<file path="src/rtl/lt_uint_serial_ctrl_if.sv">
// Operand/result handshake bundle for the serial unsigned less-than controller.
// The master side supplies operands and consumes the result; the slave is the controller.
interface lt_uint_serial_ctrl_if #(
  parameter int unsigned WIDTH = 64
);
  logic             in_valid;
  logic             in_ready;
  logic [WIDTH-1:0] a;
  logic [WIDTH-1:0] b;
  logic             out_valid;
  logic             out_ready;
  logic             y;

  modport master (
    output in_valid,
    output a,
    output b,
    output out_ready,
    input  in_ready,
    input  out_valid,
    input  y
  );

  modport slave (
    input  in_valid,
    input  a,
    input  b,
    input  out_ready,
    output in_ready,
    output out_valid,
    output y
  );
endinterface

</file>
<file path="src/rtl/lt_uint_serial_ctrl.sv">
// Chunk-serial unsigned A < B: one CHUNK-bit borrow slice reused LSB chunk first.
// Operands arrive and the result leaves over valid/ready handshakes.
module lt_uint_serial_ctrl #(
  parameter int unsigned WIDTH     = 64,
  parameter int unsigned CHUNK     = 8,
  parameter int unsigned IMPL_TYPE = 0
) (
  input  logic                  clk,
  input  logic                  rst_n,
  lt_uint_serial_ctrl_if.slave  bus,
  output logic                  busy
);

  localparam int unsigned NCHUNK = WIDTH / CHUNK;
  localparam int unsigned CntW   = (NCHUNK > 1) ? $clog2(NCHUNK) : 1;

  if (CHUNK < 1 || (WIDTH % CHUNK) != 0) begin : g_param_err
    $error("lt_uint_serial_ctrl: WIDTH must be a nonzero multiple of CHUNK");
  end

  typedef enum logic [1:0] {StIdle, StRun, StDone} state_e;

  state_e            state_q;
  logic [WIDTH-1:0]  a_q;
  logic [WIDTH-1:0]  b_q;
  logic [CntW-1:0]   cnt_q;
  logic              borrow_q;
  logic              y_q;
  logic              in_ready_q;
  logic              out_valid_q;
  logic              busy_q;

  logic [CHUNK-1:0]  a_chunk;
  logic [CHUNK-1:0]  b_chunk;
  logic              b_out;

  // Operand registers shift right each RUN cycle, so the live chunk is always at the bottom.
  assign a_chunk = a_q[CHUNK-1:0];
  assign b_chunk = b_q[CHUNK-1:0];

  if (IMPL_TYPE == 0) begin : g_slice_arith
    // a - b - borrow underflows exactly when a < b + borrow.
    assign b_out = ({1'b0, a_chunk} < ({1'b0, b_chunk} + {{CHUNK{1'b0}}, borrow_q}));
  end else begin : g_slice_ripple
    always_comb begin
      logic bw;
      bw = borrow_q;
      for (int i = 0; i < int'(CHUNK); i++) begin
        bw = (~a_chunk[i] & b_chunk[i]) | (~(a_chunk[i] ^ b_chunk[i]) & bw);
      end
      b_out = bw;
    end
  end

  always_ff @(posedge clk) begin
    if (!rst_n) begin
      state_q     <= StIdle;
      a_q         <= '0;
      b_q         <= '0;
      cnt_q       <= '0;
      borrow_q    <= 1'b0;
      y_q         <= 1'b0;
      in_ready_q  <= 1'b1;
      out_valid_q <= 1'b0;
      busy_q      <= 1'b0;
    end else begin
      unique case (state_q)
        StIdle: begin
          if (bus.in_valid && in_ready_q) begin
            a_q        <= bus.a;
            b_q        <= bus.b;
            cnt_q      <= '0;
            borrow_q   <= 1'b0;
            in_ready_q <= 1'b0;
            busy_q     <= 1'b1;
            state_q    <= StRun;
          end
        end
        StRun: begin
          borrow_q <= b_out;
          a_q      <= a_q >> CHUNK;
          b_q      <= b_q >> CHUNK;
          if (cnt_q == CntW'(NCHUNK - 1)) begin
            state_q <= StDone;
          end else begin
            cnt_q <= cnt_q + 1'b1;
          end
        end
        StDone: begin
          // First DONE cycle publishes the final borrow; the result then holds until taken.
          if (!out_valid_q) begin
            y_q         <= borrow_q;
            out_valid_q <= 1'b1;
          end else if (bus.out_ready) begin
            out_valid_q <= 1'b0;
            in_ready_q  <= 1'b1;
            busy_q      <= 1'b0;
            state_q     <= StIdle;
          end
        end
        default: state_q <= StIdle;
      endcase
    end
  end

  assign bus.in_ready  = in_ready_q;
  assign bus.out_valid = out_valid_q;
  assign bus.y         = y_q;
  assign busy          = busy_q;

endmodule
</file>
<file path="src/flat_wrapper.sv">
// flat-port wrapper written by rule: the top's interface ports become plain ports
module lt_uint_serial_ctrl_flat 
#(
  parameter int unsigned WIDTH     = 64,
  parameter int unsigned CHUNK     = 8,
  parameter int unsigned IMPL_TYPE = 0
)
  (clk, rst_n, busy, bus_in_valid, bus_a, bus_b, bus_out_ready, bus_in_ready, bus_out_valid, bus_y);
  lt_uint_serial_ctrl_if #(.WIDTH(WIDTH)) bus_i ();
  input  logic clk;
  input  logic rst_n;
  output logic busy;
  input wire logic [$bits(bus_i.in_valid)-1:0] bus_in_valid;
  input wire logic [$bits(bus_i.a)-1:0] bus_a;
  input wire logic [$bits(bus_i.b)-1:0] bus_b;
  input wire logic [$bits(bus_i.out_ready)-1:0] bus_out_ready;
  output wire logic [$bits(bus_i.in_ready)-1:0] bus_in_ready;
  output wire logic [$bits(bus_i.out_valid)-1:0] bus_out_valid;
  output wire logic [$bits(bus_i.y)-1:0] bus_y;
  assign bus_i.in_valid = bus_in_valid;
  assign bus_i.a = bus_a;
  assign bus_i.b = bus_b;
  assign bus_i.out_ready = bus_out_ready;
  assign bus_in_ready = bus_i.in_ready;
  assign bus_out_valid = bus_i.out_valid;
  assign bus_y = bus_i.y;
  lt_uint_serial_ctrl #(.WIDTH(WIDTH), .CHUNK(CHUNK), .IMPL_TYPE(IMPL_TYPE)) u_core (.clk(clk), .rst_n(rst_n), .bus(bus_i), .busy(busy));
endmodule
</file>
<file path="config.mk">
export PLATFORM = sky130hd
export DESIGN_NAME = lt_uint_serial_ctrl_flat
export DESIGN_NICKNAME = d
export VERILOG_FILES = /design/src/rtl/lt_uint_serial_ctrl_if.sv /design/src/rtl/lt_uint_serial_ctrl.sv /design/src/flat_wrapper.sv
export SDC_FILE = /design/constraint.sdc
export NUM_CORES = 1
export LEC_CHECK = 0
export ABC_CLOCK_PERIOD_IN_PS = 2200
export BUFFER_PORTS_ARGS = -buffer_cell sky130_fd_sc_hd__buf_4
export CAP_MARGIN = 5
export CORE_ASPECT_RATIO = 2
export CORE_MARGIN = 2
export CORE_UTILIZATION = 50
export DETAILED_ROUTE_END_ITERATION = 10
export HOLD_SLACK_MARGIN = 0.15
export PLACE_DENSITY = 0.8
export SLEW_MARGIN = 0
export SYNTH_ARGS = -nofsm -noshare
export SYNTH_HDL_FRONTEND = slang
export SYNTH_SLANG_ARGS = --single-unit
export TNS_END_PERCENT = 10
</file>
<file path="constraint.sdc">
create_clock -name clk -period 2.2 [get_ports clk]
set_clock_uncertainty 0.05 [all_clocks]
set_input_delay 0.22 -clock clk [delete_from_list [all_inputs] [get_ports clk]]
set_output_delay 0.22 -clock clk [all_outputs]
set_load 0.01 [all_outputs]
</file>
# == Word level (Yosys, flattened, before mapping) ==
# Cells that the tools add are included.
# classes
addsub,2
order_cmp,1
n_eq_ne,8
n_mux,23
n_bitwise,1
n_reduce_logical,9
# ops
operator,n
$pmux W64 S2,2
$mux W64,2
$add A8 B1 Y9,1
$lt A8 B9 Y1,1
$mux W1,8
$mux W2,4
$reduce_and A4 Y1,2
$mux W3,2
$ne A2 B1 Y1 const B,3
$pmux W1 S2,3
$pmux W2 S3,1
$pmux W3 S2,1
$ne A2 B2 Y1 const B,2
$reduce_and A2 Y1,2
$reduce_bool A2 Y1,2
$add A3 B1 Y3 const B,1
$eq A3 B3 Y1 const B,1
$reduce_and A3 Y1,1
$eq A2 B1 Y1 const B,1
$eq A2 B2 Y1 const B,1
$logic_not A2 Y1,1
$logic_and A1 B1 Y1,1
$not A1 Y1,1
# word_totals
regBits,138
inputBits,132
out_inout_bits,4

# == Logic depth before layout (Yosys ltp) ==
# depth
ltp_word,3
depth_mapped,9

# == Least setup slack after synthesis ==
# No wires, ideal clock.
# synth_timing
path_type,flip-flop to flip-flop
startpoint,reg u_core.borrow_q
endpoint,reg u_core.borrow_q
arrival_ns,1.882
t_required_ns,2.059
setup_slack_ns,0.177
stages_incl_launch_ff,10
path_cell_list,dfxtp_1 -> ha_1 -> ha_1 -> nand3_1 -> xor2_1 -> ha_1 -> a22o_1 -> nor4_1 -> o21ai_0 -> a311oi_1
# synth_between
elab_chain_len,3
# synth_rtl
element,line,text
start: declaration,lt_uint_serial_ctrl.sv:27,logic borrow_q;
start signal: assignment,lt_uint_serial_ctrl.sv:80,borrow_q <= b_out;
$add A8 B1 Y9,lt_uint_serial_ctrl.sv:43,"assign b_out = ({1'b0, a_chunk} < ({1'b0, b_chunk} + {{CHUNK{1'b0}}, borrow_q}));"
$lt A8 B9 Y1,lt_uint_serial_ctrl.sv:43,
$pmux W1 S2,lt_uint_serial_ctrl.sv:67,unique case (state_q)
# Every way passes these cells.
# A chain may end at the register's enable or synchronous reset.

# == Worst setup path after layout ==
# Ends and elaborated chain as after synthesis.

==> impl_results.md <==
* P&R area growth vs syn at 47.87%
* Wl on met1 at 7298 um
* Share of the synthesized area in the top cell type at 0.4319
* Synthesized area at 0.006396 mm^2
* Ys Warns at 0
* Layout cell share with drive strength beyond 1 at 0.2421
* Final setup fails at 0
* Final ANT Viol Nets at 0
* Drt drc at 0
* Vias in the first global route at 6728
* Leakage power at 3.885 nW
* Adder-cell share of the synthesized area at 0.02347
* Max-slew violations at 0
* RSZ-0062 raised after global routing: false
* Core Box Area at 0.01255 mm^2
* Buffers added on ports at 135
* CTS tree: done
* Count of cell types in the netlist at 37
* VDD IR-drop max at 0.5793 mV
* Largest family of logic cells by synthesized area: compound AO/OA/AOI/OAI gates
* Rows at 58
* DRT iter0 DRCs at 351
* Pwr Density at 763.1 mW/mm^2
* CP startpoint kind: flip-flop
* Area leader, netlist: dfxtp_1
* Die Height at 164.0 um
* Pin count of the biggest net entering global routing at 87
* Drt pass-1 iters at 4
* Sequential fraction of the synthesis area at 0.4319
* Final nets at 1140
* Register area at 0.002765 mm^2
* Max-Cap Viols at 0
* Synth Flop Type: dfxtp_1
* Mux share of post-synthesis cell area at 0.003326
* Synthesized Nets at 905
* Post-route setup TNS at 0 ns
* Gate Count Post-Synth at 761
* Setup Crit Path Kind: reg -> reg
* First-pass GRT wire length at 31930 um
* Arrival time worst endpoint at 2.36 ns
* WL met2 at 10870 um
* Top cells by area, synth: dfxtp_1, nand2_1, a311oi_2
* Simple-gate share of the synthesized area at 0.2351
* Gr usage total at 0.2952
* Syn_area_per_cell at 8.405 um^2
* Area occupied by multi-input gates at 0.003309 mm^2
* CTS Root Cell: clkbuf_16
* Worst skew pair latency at 0.41 ns
* Die Span X at 83.98 um
* Via Count at 6474
* Post-synthesis compound-gate area fraction at 0.2396
* Hold WC Path Type: in -> reg
* Crit Path Max Fanout at 4
* Initial antenna violation count at 2
* Period Utilization, post-route at 0.9498
* H-tree levels at 4
* FILL cells at 797
* Slew @ Worst Pin at 0.4598 ns
* Cts bufs inserted at 17
* Total power at 7.217 mW
* Fmax at 478.6 MHz
* WP data required at 2.47 ns
* GPL Wtd Cong at 0.8804
* Initial Util at 0.5095
* Slew margin rel. at 0.6931
* EDFF count, synth at 0
* Top Ports at 136
* Status: complete, no violations
* Clock transition at the registers of the reported paths at 0.06 ns
* Vias/cell at 5.581
* Metal3 WL at 802 um
* Avg WL per Cell at 17.58 um
* Seq cells post-synth at 138
* DP HPWL at 10990 um
* TritonCTS sink count at 138
* Async SR Flop Fraction at 0
* DR top layer: met4
* CP endpoint kind: flip-flop
* Wirelength, routed at 20390 um
* GR Overflow Total at 0
* Synth Area in XOR/XNOR at 0.008216
* Min Clock Period, post-route at 2.090 ns
* Clock buffer depth at 2
* Die footprint at 0.01377 mm^2
* Fin. Hold Viols at 0
[Yosys cell counts (2+ instances only)]
cell,n
a21oi_1,6
a22oi_1,20
a311oi_1,63
a311oi_2,50
buf_2,43
buf_4,8
buf_6,3
clkbuf_1,14
dfxtp_1,138
ha_1,12
nand2_1,228
nand2b_1,3
nand3_1,4
nand4_1,2
nor2_1,137
nor2b_1,3
nor3_1,2
o21ai_0,2
xor2_1,5
[critical path, cell delays in order (launching register included)]
cell and delay, ns:
dfxtp_1 0.32, ha_1 0.23, ha_4 0.18, nand2_1 0.07, xor2_1 0.17, ha_1 0.26, a22o_1 0.22, nor4_2 0.14
o21ai_1 0.10, a311oi_1 0.25
[per-stage QoR]
| stage | hold slack, ns | utilization | instances | cell area (um^2) | worst slack (ns) |
|---|---|---|---|---|---|
| 2_1_floorplan | 0.2462 | - | 761 | 6396 | 0.1773 |
| 3_3_place_gp | 0.4023 | 0.6016 | 997 | 7552 | 0.04691 |
| 3_5_place_dp | 0.4163 | 0.6016 | 997 | 7552 | 0.02660 |
| 4_1_cts | 0.1607 | 0.7512 | 1158 | 9432 | 0.02286 |
| 5_1_grt | 0.1797 | 0.7533 | 1160 | 9458 | 0.004059 |
| 6_report | 0.1741 | 0.7533 | 1160 | 9458 | 0.1104 |
[layer usage]
layer / GRT usage / vias to the layer above
li1: - / 3139
met1: 0.2838 / 3022
met2: 0.5505 / 221
met3: 0.06633 / 92
met4: 0.1979 / 0
met5: 0 / -
[cell type report]
type | count | share of cell area
clock inverter | 10 | 0.01244
tap | 150 | 0.01984
antenna | 2 | 0.0005292
clock buffer | 21 | 0.04868
timing repair buffer | 285 | 0.2752
sequential | 138 | 0.2924
inverter | 2 | 0.001058
multi-input combinational | 552 | 0.3499
[report_power, final]
group,internal [mW],leakage (nW),total (mW),switching (mW)
clock,1.73,0.272,2.81,1.08
combinational,0.730,2.47,1.49,0.758
sequential,2.76,1.14,2.92,0.163
[flip-flops by register name, summed over array words and instances (netlist names)]
name                  flops
u_core.a_q               64
u_core.b_q               64
u_core.cnt_q              3
u_core.state_q            2
u_core.borrow_q           1
u_core.bus.in_ready       1
u_core.bus.out_valid      1
u_core.bus.y              1
u_core.busy               1
[cells by family (layout without fill, tap and decap cells)]
kind of cell	count (synthesis)	count (layout)
muxes	2	2
adders and majority gates	12	12
and+or+nand+nor	386	386
buffers and inverters	71	318
AOI/OAI and AO/OA	146	146
other	0	2
DFF	138	138
xor gates and xnor gates	6	6
[placed cells by master, fill, tap and decap left out, drive strengths merged, types with 2 or more instances in the layout]
master / count
clkinv: 2
a311oi: 113
inv: 4
clkinvlp: 4
bufinv: 2
clkbuf: 21
dfxtp: 138
nand2: 228
nand3: 4
nor2: 138
diode: 2
dlygate4sd3: 130
nand4: 2
a22oi: 20
buf: 155
xor2: 5
nor3: 2
nor2b: 3
nand2b: 3
a21oi: 6
ha: 12
o21ai: 2
[final timing paths]
kind / endpoint / from / slack (ns) / depth (start not counted)
worst max-delay path: u_core.borrow_q / u_core.borrow_q / 0.11 / 9
worst min-delay path: u_core.state_q[0] / bus_in_valid / 0.17 / 4
worst max register to register: u_core.borrow_q / u_core.borrow_q / 0.11 / 9
worst min register to register: u_core.b_q[11] / u_core.b_q[19] / 0.42 / 2
[timing repair]
action | 4_1_cts | 5_1_grt
gates resized for setup | 0 | 6
setup endpoints to repair | 0 | 1
endpoints found under the hold margin | 131 | 0
buffers inserted | 0 | 0
hold buffers | 130 | 0
Power figures use the tool's default switching activity.
